`src/rtl/input_pkg.sv`:
```
// input_pkg: channel state encoding and default timing shared by the debounce block.
package input_pkg;
  typedef enum logic [1:0] {IDLE = 2'd0, DELAY = 2'd1, REPEAT = 2'd2} ch_state_e;
  localparam int DEF_NBTN = 4;
  localparam int DEF_DB_SAMPLES = 3;
  localparam int DEF_REPEAT_DELAY = 20;
  localparam int DEF_REPEAT_RATE = 5;
  localparam logic [3:0] DEF_REPEAT_MASK = 4'b0111;
endpackage

```
`src/rtl/db_channel.sv`:
```
// db_channel: one button -- synchronizer, tick-sampled debounce and press/auto-repeat FSM.
module db_channel
  import input_pkg::*;
#(
  parameter int DB_SAMPLES   = DEF_DB_SAMPLES,
  parameter int REPEAT_DELAY = DEF_REPEAT_DELAY,
  parameter int REPEAT_RATE  = DEF_REPEAT_RATE,
  parameter bit REPEAT_EN    = 1'b1
) (
  input  logic clk,
  input  logic rst_n,
  input  logic tick_i,
  input  logic btn_n_i,
  output logic held_o,
  output logic pulse_o
);
  logic [1:0] sync_q;
  logic [3:0] cnt_q, cnt_d, cnt_inc;
  logic       held_q, held_d, db_done;
  ch_state_e  state_q, state_d;
  logic [7:0] rcnt_q, rcnt_d;
  logic [8:0] rcnt_inc;
  logic       pulse_raw, pulse_q;
  always_ff @(posedge clk or negedge rst_n)
    if (!rst_n) begin
      sync_q  <= 2'b00;
      cnt_q   <= '0;
      held_q  <= 1'b0;
      state_q <= IDLE;
      rcnt_q  <= '0;
      pulse_q <= 1'b0;
    end else begin
      sync_q  <= {sync_q[0], ~btn_n_i};
      cnt_q   <= cnt_d;
      held_q  <= held_d;
      state_q <= state_d;
      rcnt_q  <= rcnt_d;
      pulse_q <= pulse_o;
    end
  // Debounce: a run of disagreeing tick samples flips the level; any agreeing sample restarts it.
  always_comb begin
    cnt_inc = cnt_q + 4'd1;
    db_done = tick_i && (sync_q[1] != held_q) && (cnt_inc == 4'(DB_SAMPLES));
    cnt_d   = !tick_i ? cnt_q : ((sync_q[1] == held_q) || db_done) ? 4'd0 : cnt_inc;
    held_d  = held_q ^ db_done;
  end
  always_comb begin
    state_d   = state_q;
    rcnt_d    = rcnt_q;
    pulse_raw = 1'b0;
    rcnt_inc  = {1'b0, rcnt_q} + 9'd1;
    if (!held_q) begin
      state_d = IDLE;
      rcnt_d  = '0;
    end else begin
      case (state_q)
        IDLE: begin
          state_d   = DELAY;
          rcnt_d    = '0;
          pulse_raw = 1'b1;
        end
        DELAY:
          if (tick_i) begin
            if (!REPEAT_EN) rcnt_d = (rcnt_q == 8'hff) ? rcnt_q : rcnt_inc[7:0];
            else if (rcnt_inc == 9'(REPEAT_DELAY)) begin
              state_d   = REPEAT;
              rcnt_d    = '0;
              pulse_raw = 1'b1;
            end else rcnt_d = rcnt_inc[7:0];
          end
        REPEAT:
          if (tick_i) begin
            pulse_raw = (rcnt_inc == 9'(REPEAT_RATE));
            rcnt_d    = pulse_raw ? 8'd0 : rcnt_inc[7:0];
          end
        default: state_d = IDLE;
      endcase
    end
  end
  assign pulse_o = pulse_raw & ~pulse_q;
  assign held_o  = held_q;
endmodule

```
`src/rtl/input_debounce.sv`:
```
// input_debounce: NBTN independent debounced push-button channels with press and auto-repeat strobes.
module input_debounce
  import input_pkg::*;
#(
  parameter int              NBTN         = DEF_NBTN,
  parameter int              DB_SAMPLES   = DEF_DB_SAMPLES,
  parameter int              REPEAT_DELAY = DEF_REPEAT_DELAY,
  parameter int              REPEAT_RATE  = DEF_REPEAT_RATE,
  parameter logic [NBTN-1:0] REPEAT_MASK  = NBTN'(DEF_REPEAT_MASK)
) (
  input  logic            CLOCK_50,
  input  logic            resetn,
  input  logic            tick_input,
  input  logic [NBTN-1:0] btn_n,
  output logic [NBTN-1:0] held,
  output logic [NBTN-1:0] press_pulse
);
  for (genvar i = 0; i < NBTN; i++) begin : g_ch
    db_channel #(
      .DB_SAMPLES  (DB_SAMPLES),
      .REPEAT_DELAY(REPEAT_DELAY),
      .REPEAT_RATE (REPEAT_RATE),
      .REPEAT_EN   (REPEAT_MASK[i])
    ) u_ch (
      .clk    (CLOCK_50),
      .rst_n  (resetn),
      .tick_i (tick_input),
      .btn_n_i(btn_n[i]),
      .held_o (held[i]),
      .pulse_o(press_pulse[i])
    );
  end
endmodule

```
`config.mk`:
```
export PLATFORM = sky130hd
export DESIGN_NAME = input_debounce
export DESIGN_NICKNAME = d
export VERILOG_FILES = /design/src/rtl/input_pkg.sv /design/src/rtl/db_channel.sv /design/src/rtl/input_debounce.sv
export SDC_FILE = /design/constraint.sdc
export NUM_CORES = 1
export LEC_CHECK = 0
export BUFFER_PORTS_ARGS = -buffer_cell sky130_fd_sc_hd__clkbuf_2
export CAP_MARGIN = 40
export CORE_ASPECT_RATIO = 1.75
export CORE_UTILIZATION = 55
export DETAILED_ROUTE_END_ITERATION = 10
export PLACE_DENSITY_LB_ADDON = 0.15
export SYNTH_ARGS = -nofsm -noshare
export SYNTH_HDL_FRONTEND = slang
export SYNTH_HIERARCHICAL = 1
export SYNTH_SLANG_ARGS = --single-unit
```
`constraint.sdc`:
```
create_clock -name CLOCK_50 -period 2.8 [get_ports CLOCK_50]
set_input_delay 0 -clock CLOCK_50 [delete_from_list [all_inputs] [get_ports CLOCK_50]]
set_output_delay 0 -clock CLOCK_50 [all_outputs]
set_load 0.005 [all_outputs]
```
======== After elaboration in Yosys (flattened, before gate mapping) ========
Index checks and enable logic that the tools add are counted.
storage, ports and cells
  register bits after elaboration ......... 72
  input port bits ......................... 7
  output and inout bits ................... 8
  logic and storage cells ................. 180
operators by class
  add/sub/neg operators ................... 8
  equal/unequal tests ..................... 48
  multiplexer cells ....................... 60
  bitwise logic cells ..................... 16
  reduce and logical (&&, ||, !) cells .... 24
operators with widths
  kind                                                              count
  8-bit 2-to-1 mux                                                  20
  8-bit case mux with 3 select lines                                4
  8-bit by 1-bit adder with 9-bit output (second input constant)    4
  9-bit by 3-bit == test with 1-bit output (second input constant)  4
  3-bit != test (second input constant)                             12
  9-bit by 5-bit == test with 1-bit output (second input constant)  3
  2-bit 2-to-1 mux                                                  10
  2-bit case mux with 3 select lines                                3
  3-bit AND reduction                                               6
  4-bit by 1-bit adder with 4-bit output (second input constant)    4
  4-bit by 2-bit == test with 1-bit output (second input constant)  4
  4-bit 2-to-1 mux                                                  4
  4-bit != test (second input constant)                             4
  1-bit 2-to-1 mux                                                  14
  1-bit case mux with 3 select lines                                3
  2-bit by 1-bit == test with 1-bit output (second input constant)  4
  2-bit == test (second input constant)                             4
  8-bit == test (second input constant)                             1
  1-bit logical AND                                                 8
  2-bit zero test                                                   4
  2-bit != test (second input constant)                             4
  1-bit inverter                                                    8
  1-bit AND                                                         4
  1-bit == test                                                     4
  other kinds (7)                                                   16

======== Depth between registers and ports, before layout ========
Gate-level depths: netlist of run 1.
  word-level depth ........................ 7
  depth in mapped cells ................... 8
  mapped depth without buffers ............ 8

======== By module ========
The synthesis of run 1 kept the hierarchy.
modules (own cells, without submodules)
  module                          instances  cells each  area an instance (um^2)
  db_channel at g_ch[1].u_ch ...  2          149         1301.2
  db_channel at g_ch[0].u_ch      1          130         1281.2
  db_channel at g_ch[3].u_ch      1          38          425.4

======== Worst setup path after synthesis of run 1 ========
No wires, ideal clock.
  path kind ............................... register -> register
  start ................................... register g_ch[1].u_ch.rcnt_q[0]
  end ..................................... register g_ch[1].u_ch.pulse_q
  library setup time ...................... 119 ps
  data arrival time ....................... 1967 ps
  data required time ...................... 2681 ps
  setup slack ............................. 714 ps
  cell stages (with the launch flop) ...... 8
  period minus slack after synthesis ...... 2086 ps
  cells stage by stage .................... dfrtp_1 > ha_1 > or3b_1 > a211o_1 > and2_4 > a21oi_2 > a41oi_1 > nor4b_2
on the way
  cells in the longest elaborated chain, start to end .. 7
  elaborated cells on any way between the ends .. 9
  classes of those cells .................. 1 x add/sub; 2 x eq/ne; 5 x mux; 1 x bitwise
ends and longest elaborated chain
  what                                      line                  RTL
  start, declared                           db_channel.sv:21      logic [7:0] rcnt_q, rcnt_d;
  start signal, assigned                    db_channel.sv:37      rcnt_q <= rcnt_d;
  8-bit by 1-bit adder with 9-bit output *  db_channel.sv:51      rcnt_inc = {1'b0, rcnt_q} + 9'd1;
  9-bit by 5-bit == test with 1-bit output  db_channel.sv:65      else if (rcnt_inc == 9'(REPEAT_DELAY)) begin
  1-bit 2-to-1 mux                          db_channel.sv:65
  1-bit 2-to-1 mux                          db_channel.sv:63      if (tick_i) begin
  1-bit case mux with 3 select lines *      db_channel.sv:56      case (state_q)
  1-bit 2-to-1 mux *                        db_channel.sv:52      if (!held_q) begin
  1-bit AND *                               db_channel.sv:80      assign pulse_o = pulse_raw & ~pulse_q;
  via press_pulse[1]                        input_debounce.sv:16  output logic [NBTN-1:0] press_pulse
  end signal, assigned                      db_channel.sv:38      pulse_q <= pulse_o;
  end, declared                             db_channel.sv:23      logic pulse_raw, pulse_q;
Mark *: on every way through the listed nets, which the timed path passes. The rest lies on a longest branch.
A chain may end at the register's enable or synchronous reset.

======== Final worst setup path of run 1 ========
  start ................................... register g_ch[2].u_ch.rcnt_q[0]
  end ..................................... output port press_pulse[2]
on the way
  cells in the longest elaborated chain, start to end .. 7
  elaborated cells on any way between the ends .. 9
  classes of those cells .................. 1 x add/sub; 2 x eq/ne; 5 x mux; 1 x bitwise
ends and longest elaborated chain
  what                                      line
  start, declared                           db_channel.sv:21
  start signal, assigned                    db_channel.sv:37
  8-bit by 1-bit adder with 9-bit output *  db_channel.sv:51
  9-bit by 5-bit == test with 1-bit output  db_channel.sv:65
  1-bit 2-to-1 mux                          db_channel.sv:65
  1-bit 2-to-1 mux                          db_channel.sv:63
  1-bit case mux with 3 select lines *      db_channel.sv:56
  1-bit 2-to-1 mux *                        db_channel.sv:52
  1-bit AND *                               db_channel.sv:80
  end, declared                             input_debounce.sv:16
Every way passes the cells marked *; elsewhere a longest branch is shown, timed or not.

==> results of run 1 <==
==> power groups by stage <==
stage	clock [mW]	combinational, mW	sequential (mW)
2_1_floorplan	0	0.859	1.25
3_3_place_gp	0	1.02	1.33
3_5_place_dp	0	1.06	1.34
4_1_cts	1.08	1.07	1.33
5_1_grt	1.11	1.22	1.37
6_report	1.04	1.06	1.32
==> what timing repair did <==
item,CTS,global route
endpoints found under the setup margin,0,1
gates resized for setup,0,1
hold buffers,5,0
hold endpoints to repair,38,0
==> cell type report <==
class | instances | area [um^2]
clock buffer | 11 | 252.7
inverter | 25 | 93.84
sequential | 63 | 1577
clock inverter | 5 | 32.53
tap | 88 | 110.1
multi-input combinational | 358 | 2511
fill | 622 | 2840
timing repair buffer | 23 | 150.1
==> metal layers <==
metal | track usage, % | vias to the layer above | wire, um
met3 | 5.460 | 4 | 211
met4 | 10.59 | 0 | 61
met1 | 26.58 | 1707 | 3518
li1 | - | 1714 | -
met5 | 0 | - | 0
met2 | 42.78 | 57 | 5044
==> synth_stat cells, drive strengths merged, types with 12 or more instances <==
cell type / number
nand2b: 18
nand3: 15
o21ai: 43
dfrtp: 63
inv: 25
a21oi: 17
ha: 29
nor3: 14
nand2: 50
and2: 12
nor2: 26
==> registers in the layout (all words and copies together), names as in the netlist <==
| register | flops |
|---|---|
| g_ch.u_ch/sync_q | 8 |
| g_ch.u_ch/pulse_q | 4 |
| g_ch.u_ch/held_o | 4 |
| g_ch.u_ch/cnt_q | 16 |
| g_ch.u_ch/state_q | 7 |
| g_ch.u_ch/rcnt_q | 24 |
==> worst max-delay path, stage by stage, from the launching register on <==
cell      delay (ns)
dfrtp_1         0.45
ha_2            0.31
or3b_1          0.37
a211o_1         0.32
and2_4          0.17
a21oi_2         0.09
a41oi_1         0.13
nor4b_2         0.26
clkbuf_2        0.16
==> through the flow <==
| step | hold slack, ns | setup slack [ns] |
|---|---|---|
| after floorplan | -0.2956 | 0.7135 |
| after global placement | 0.1273 | 0.4954 |
| after detailed placement | 0.1333 | 0.4702 |
| after CTS | 0.1531 | 0.08522 |
| after global routing | 0.1834 | 0.01108 |
| final | 0.1447 | 0.2199 |
==> logic make-up (layout without fill, tap and decap cells) <==
kind of cell             count (synthesis)  count (layout)
flip-flops                              63              63
AO/OA/AOI/OAI                          131             131
adder cells (fa/ha/maj)                 29              29
AND/OR/NAND/NOR                        180             180
multiplexers                             9               9
XOR/XNOR                                 9               9
buffers and inverters                   45              64
==> worst paths after layout <==
path,from,end,slack [ns],cells past startpoint
worst min register to register,g_ch[1].u_ch/sync_q[0],g_ch[1].u_ch/sync_q[1],0.35,0
worst max register to register,g_ch[0].u_ch/rcnt_q[1],g_ch[0].u_ch/rcnt_q[0],0.50,7
worst max-delay path,g_ch[2].u_ch/rcnt_q[0],press_pulse[2],0.22,8
max in group asynchronous,resetn,g_ch[2].u_ch/pulse_q,1.79,3
min in group asynchronous,resetn,g_ch[0].u_ch/rcnt_q[1],0.28,2
worst min-delay path,tick_input,g_ch[1].u_ch/cnt_q[0],0.14,2
==> cell usage in the layout (no fill, tap or decap), drive strengths merged, types with 6 or more instances in the layout <==
cell / instances
nor2: 26
clkbuf: 24
a21o: 7
a21oi: 17
o21ai: 43
nor3: 14
nand2: 50
mux2: 8
o22ai: 10
or3: 10
inv: 25
ha: 29
nand3: 15
o31ai: 7
dfrtp: 63
a221oi: 7
nand2b: 18
xnor2: 7
a211oi: 6
or2: 7
and2: 12
==> metrics, run 1 <==
ant diodes=0; worst vdd ir=0.4404 mV; Final Instance Area=4727 um^2; WL/cell=15.42 um; CP Class=reg2out; # rows=42; Clk pwr share=between 30% and 40%; Worst-path clk slew=0.05 ns; Ports=15; # DRC=0; clk root buf=clkbuf_16; Starting DRT DRC Count=roughly 200; post-detail-place hpwl=6362 um; Synth Register Bits=63; number of vias per cell=6.077; post-synth top area share=36.59%; Buffers on Ports=14; leading area contributor after synthesis=dfrtp_1; status=finished, final reports clean; Gate Count Post-Synth=around 470; Pwr Density=723.7 nW/um^2; Min-Delay Path Class=in2reg; ratio of cells with drive above 1 in the final layout=15.88%; Syn Nets=502; Die Ht=119.1 um; final hold vios=0; CTS tree=yes; Slew HR=between 40% and 50%; compound-cell area share of the yosys netlist=22.13%; fin. max-slew vios=0; worst skew pair latency=0.32 ns; routability cong.=~0.9; Reg power frac=38.7%; grt ovf=0; 1st-pass router iterations=5; Final Util=62.47%; Slew @ Worst Pin=0.7691 ns; Top FF cell, synth=dfrtp_1; crit path max fanout=14; GRT Total Usage=24.38%; first-pass GRT wire length=15260 um; fmax=0.3876 GHz; Worst Skew=0.006614 ns; placed cells=552; asr flop ratio synth=100.0%; combinational share of power=30.9%; CTS buffer count=9; mux contribution to synthesized area=2.497%; Setup crit start kind=flop; Mapped Area=4309 um^2; RSZ-0062 raised after global routing=no; vias in the first global route=3400; largest family of logic cells by synthesized area=simple AND/OR/NAND/NOR gates; WP data arrival=between 2 and 3 ns; CP endpoint kind=primary output; vias after detailed routing=between 3000 and 4000; DIE WIDTH=68.91 um; Final Critical Period=2.580 ns; pin count of the biggest net entering global routing=37; total power=3.421 mW; Finished Layout Cells=roughly 570; CP required=2.80 ns; P&R area growth vs syn=9.698%; final net count=516; YS warnings=6; DIE AREA=slightly above 8000 um^2; Net Sw Frac=35.36%; final WL=8836 um; final setup vio count=0; Synth Area in XOR/XNOR=between 1.5 and 2%; number of synthesized flops with an enable pin=0; Initial Util=between 50% and 60%; TNS Setup=0 ns; Final ANT Viol Nets=0; P_int=about 2.2 mW; Max-Cap Viols=0; top cells by area, synth=dfrtp_1, ha_1, nand2_1; Static Leak=1.990 nW; switching pwr=~1.2 mW; core area=7567 um^2; CTS H-tree lvls=3; TritonCTS Sinks=63; simple-gate share of the synthesized area=between 20% and 30%; Mean Syn Cell Area=between 9 and 10 um^2; adder-cell area share of the yosys netlist=8.420%; dpl cell area=around 4400 um^2; Post-CTS Setup Repair Bufs=0; fin crit share=roughly 92%; antenna violations before repair=0; Synth cell types=73; Seq/Total Area, Yosys=36.59%; clk buf depth=2
Power figures use the tool's default switching activity.
==> run 2: changes to the inputs <==
BUFFER_PORTS_ARGS = -buffer_cell sky130_fd_sc_hd__buf_2   (was -buffer_cell sky130_fd_sc_hd__clkbuf_2)
CORE_ASPECT_RATIO = not set   (was 1.75)
==> metrics, run 2 (synthesized netlist as in run 1, its figures left out) <==
GRT Total Usage=between 20% and 30%; clk buf depth=2; Worst-path clk slew=0.06 ns; clk root buf=clkbuf_8; max reg flops=24; FF-to-FF path depth=7; CTS H-tree lvls=3; fin crit share=92.87%; Slew HR=57.83%; Largest Register=g_ch.u_ch/rcnt_q; Final ANT Viol Nets=0; fin. max-slew vios=0; vias in the first global route=about 3200; Static Leak=1.949 nW; 1st-pass router iterations=5; WP data arrival=2.60 ns; Final Instance Area=4654 um^2; biggest regs=g_ch.u_ch/rcnt_q (24), g_ch.u_ch/cnt_q (16), g_ch.u_ch/sync_q (8); WL/cell=14.16 um; most common cell after layout, fill and taps aside=dfrtp_1; core area=7408 um^2; DIE WIDTH=90.52 um; worst vdd ir=between 0.3 and 0.4 mV; worst hold endpoint=g_ch[0].u_ch/cnt_q[0]; CP Class=reg2out; Hold Path Origin=tick_input; Slew @ Worst Pin=about 0.63 ns; multi-input logic area=about 2500 um^2; P&R area growth vs syn=8.014%; # DRC=0; TNS Setup=0 ns; Post-CTS Setup Repair Bufs=0; Min-Delay Path Class=in2reg; Starting DRT DRC Count=119; worst skew pair latency=0.34 ns; final net count=515; Buffers on Ports=14; first-pass GRT wire length=about 15000 um; CTS buffer count=9; pin count of the biggest net entering global routing=29; number of vias per cell=5.904; Die Ht=just over 90 um; Worst Skew=around 0.0083 ns; Crit. Startpoint=g_ch[1].u_ch/rcnt_q[0]; most frequent cells in the layout=dfrtp_1, nand2_1, ha_1, inv_1, nor2_1; vias after detailed routing=between 3000 and 4000; fmax=0.3846 GHz; grt ovf=0; antenna violations before repair=0; RSZ-0062 raised after global routing=no; Initial Util=58.17%; final WL=between 8000 and 9000 um; WHS Path Cells=2; CP endpoint kind=primary output; launching point of the worst reg2reg path=g_ch[0].u_ch/rcnt_q[1]; post-detail-place hpwl=roughly 5800 um; crit path max fanout=14; final setup vio count=0; FF/Latch Area=between 1500 and 2000 um^2; Max-Cap Viols=0; CP required=around 2.8 ns; final hold vios=0; status=finished, final reports clean; Setup crit start kind=flop; DIE AREA=8193 um^2; TritonCTS Sinks=63; Pwr Density=679.5 nW/um^2; FF-to-FF End=g_ch[0].u_ch/rcnt_q[0]; Ports=15; routability cong.=approximately 0.85; ant diodes=0; reg-to-reg slack, setup=0.55 ns; # rows=31; total power=3.163 mW; CTS tree=yes; ratio of cells with drive above 1 in the final layout=between 10% and 20%; Final Critical Period=~2.6 ns; dpl cell area=4395 um^2; Layout fillers=633
[run 2: cell types whose count changed in the layout (fill, tap and decap cells not counted), sizes merged]
cell and delta:
clkinvlp -1, buf +12, bufinv +1, clkinv +1, clkbuf -14
[run 2: how the worst max path moves through the flow]
stage / endpoint / slack [ns] / depth (start not counted)
2_1_floorplan: g_ch[1].u_ch/pulse_q / 0.71 / 7
3_3_place_gp: press_pulse[1] / 0.50 / 8
3_5_place_dp: press_pulse[2] / 0.45 / 8
4_1_cts: press_pulse[1] / 0.06 / 8
5_1_grt: press_pulse[1] / 0.02 / 8
6_report: press_pulse[1] / 0.20 / 8
[run 2: timing repair]
action                                 in CTS  in global routing
endpoints found under the hold margin      30                  0
setup endpoints to repair                   0                  3
resized for setup                           0                  3
hold buffers                                5                  0
[run 2: critical path, cell delays in order (launching register included)]
cell and delay [ns]:
dfrtp_1 0.45, ha_2 0.30, or3b_1 0.37, a211o_1 0.31, and2_4 0.17, a21oi_2 0.09
a41oi_1 0.13, nor4b_2 0.28, buf_2 0.16
[run 2: layout make-up]
type | count | share of cell area [%]
Tap cell | 99 | 2.661
Multi-Input combinational cell | 358 | 54.14
Sequential cell | 63 | 33.87
Inverter | 25 | 2.016
Clock buffer | 10 | 2.957
Clock inverter | 6 | 1.290
Timing Repair Buffer | 22 | 3.065
[run 2: routing by layer]
| metal | track usage (%) | wire, um | vias to the layer above |
|---|---|---|---|
| met3 | 4.798 | 224 | 10 |
| met4 | 6.720 | 62 | 0 |
| li1 | - | - | 1713 |
| met2 | 36.11 | 3987 | 58 |
| met5 | 0 | 0 | - |
| met1 | 28.29 | 3982 | 1661 |
[run 2: report_power, final]
group | total [mW] | leakage, nW | internal [mW] | switching, mW
combinational | 1.06 | 1.02 | 0.480 | 0.577
clock | 0.787 | 0.0981 | 0.430 | 0.357
sequential | 1.32 | 0.835 | 1.09 | 0.231
total | 3.16 | 1.95 | 2.00 | 1.17
[run 2: per-stage QoR]
stage	instances	util, %	worst slack (ns)	hold WS, ns
floorplan	466	-	0.7135	-0.2956
global placement	562	59.33	0.4992	0.05916
detailed placement	562	59.33	0.4476	0.06117
CTS	583	62.68	0.06246	0.07516
global route	583	62.83	0.02299	0.1103
finish	583	62.83	0.1997	0.08733
==> run 3: changes to the inputs <==
==> constraint.sdc (replaced) <==
create_clock -name CLOCK_50 -period 2.8 [get_ports CLOCK_50]
set_input_delay 0.28 -clock CLOCK_50 [delete_from_list [all_inputs] [get_ports CLOCK_50]]
set_output_delay 0.28 -clock CLOCK_50 [all_outputs]
set_load 0.005 [all_outputs]
==> metrics, run 3 (synthesized netlist as in run 1, its figures left out) <==
status=finished, final reports clean; max reg flops=24; crit path max fanout=6; RSZ-0062 raised after global routing=no; worst skew pair latency=0.33 ns; Worst Skew=0.006954 ns; fmax=0.3744 GHz; Final Critical Period=2.671 ns; Buffers on Ports=14; TNS Setup=0 ns; grt ovf=0; pin count of the biggest net entering global routing=25; # DRC=0; routability cong.=0.8290; DIE WIDTH=90.52 um; FF/Latch Area=~1600 um^2; core area=7408 um^2; ratio of cells with drive above 1 in the final layout=between 15 and 20%; CP endpoint kind=primary output; final setup vio count=0; first-pass GRT wire length=15010 um; WP data arrival=2.39 ns; Min-Delay Path Class=in2reg; TritonCTS Sinks=63; most frequent cells in the layout=dfrtp_1, nand2_1, ha_1, inv_1, nor2_1; worst vdd ir=0.3352 mV; final net count=518; 1st-pass router iterations=5; vias after detailed routing=3442; antenna violations before repair=0; number of vias per cell=5.884; Setup crit start kind=flop; dpl cell area=4410 um^2; final hold vios=0; Slew @ Worst Pin=0.4760 ns; Final Instance Area=4740 um^2; final WL=8564 um; # rows=31; P&R area growth vs syn=9.988%; biggest regs=g_ch.u_ch/rcnt_q (24), g_ch.u_ch/cnt_q (16), g_ch.u_ch/sync_q (8); Ports=15; Largest Register=g_ch.u_ch/rcnt_q; ant diodes=0; vias in the first global route=around 3300; CTS tree=yes; clk root buf=clkbuf_8; multi-input logic area=~2500 um^2; fin. max-slew vios=0; DIE AREA=8193 um^2; Final Util=63.98%; most common cell after layout, fill and taps aside=dfrtp_1; fin crit share=95.38%; clk buf depth=2; Worst-path clk slew=about 0.07 ns; post-detail-place hpwl=5990 um; Layout fillers=613; Final ANT Viol Nets=0; Slew HR=between 60% and 70%; CP required=about 2.5 ns; CP Class=reg2out; CTS H-tree lvls=3; GRT Total Usage=22.63%; CTS buffer count=9; Pwr Density=702.2 nW/um^2; total power=~3.3 mW; Die Ht=about 90 um; Max-Cap Viols=0; WL/cell=14.64 um; Initial Util=around 58%; Static Leak=about 2 nW; reg-to-reg slack, setup=a little over 0.6 ns; Starting DRT DRC Count=116
-- run 3: changes by cell type in the layout (fill, tap and decap cells not counted), sizes merged --
cell and delta:
clkbuf +2, dlygate4sd3 -4, buf +7, bufinv +1, clkinvlp -2, clkinv -2
-- run 3: per-layer routing --
metal / vias up / routed length [um] / share of wire, % / global-route usage [%]
met5: - / 0 / 0 / 0
met1: 1658 / 4137 / 48 / 30.73
met3: 10 / 287 / 3.4 / 4.377
met4: 0 / 136 / 1.6 / 9.274
li1: 1710 / - / - / -
met2: 64 / 4002 / 47 / 35.42
-- run 3: worst paths after layout --
kind,from,to,depth (start not counted)
max,g_ch[1].u_ch/rcnt_q[1],press_pulse[1],8
max reg2reg,g_ch[0].u_ch/rcnt_q[1],g_ch[0].u_ch/rcnt_q[0],7
min,btn_n[1],g_ch[1].u_ch/sync_q[0],2
min in group asynchronous,resetn,g_ch[2].u_ch/rcnt_q[5],2
max in group asynchronous,resetn,g_ch[1].u_ch/rcnt_q[3],3
min reg2reg,g_ch[3].u_ch/sync_q[0],g_ch[3].u_ch/sync_q[1],0
-- run 3: worst max-delay path, cell delays in order, from the launching register on --
cell and delay, ns:
dfrtp_2 0.43, ha_4 0.18, or3b_1 0.35, a211o_1 0.28, and2_4 0.17, a21oi_2 0.11, a41oi_2 0.11, nor4b_2 0.27
buf_2 0.16
-- run 3: cell type report --
type	count	share of cell area, %
sequential	63	33.47
timing repair buffer	25	3.273
multi-input combinational	358	53.80
clock inverter	3	1.373
clock buffer	12	3.485
tap	99	2.614
inverter	25	1.980
-- run 3: timing repair --
item	in CTS	in global routing
pin swaps	2	6
resized for setup	7	8
setup endpoints to repair	2	3
setup buffers	5	0
hold buffers	1	0
endpoints found under the hold margin	19	0
-- run 3: per-stage QoR --
stage                     worst slack, ns  hold WS, ns  cells
after CTS                        0.006200      0.06330    585
after detailed placement           0.2888       0.2690    564
after global routing            0.0008056      0.06298    585
after global placement             0.3357       0.2626    564
final                              0.1292      0.07826    585
after floorplan                    0.5530     -0.01559    466
-- run 3: power breakdown --
part	internal [mW]	leakage (nW)	switching, mW	total [mW]
registers	1.09	0.822	0.220	1.31
logic	0.505	1.03	0.598	1.10
clock network	0.568	0.118	0.347	0.915
total	2.16	1.97	1.16	3.33
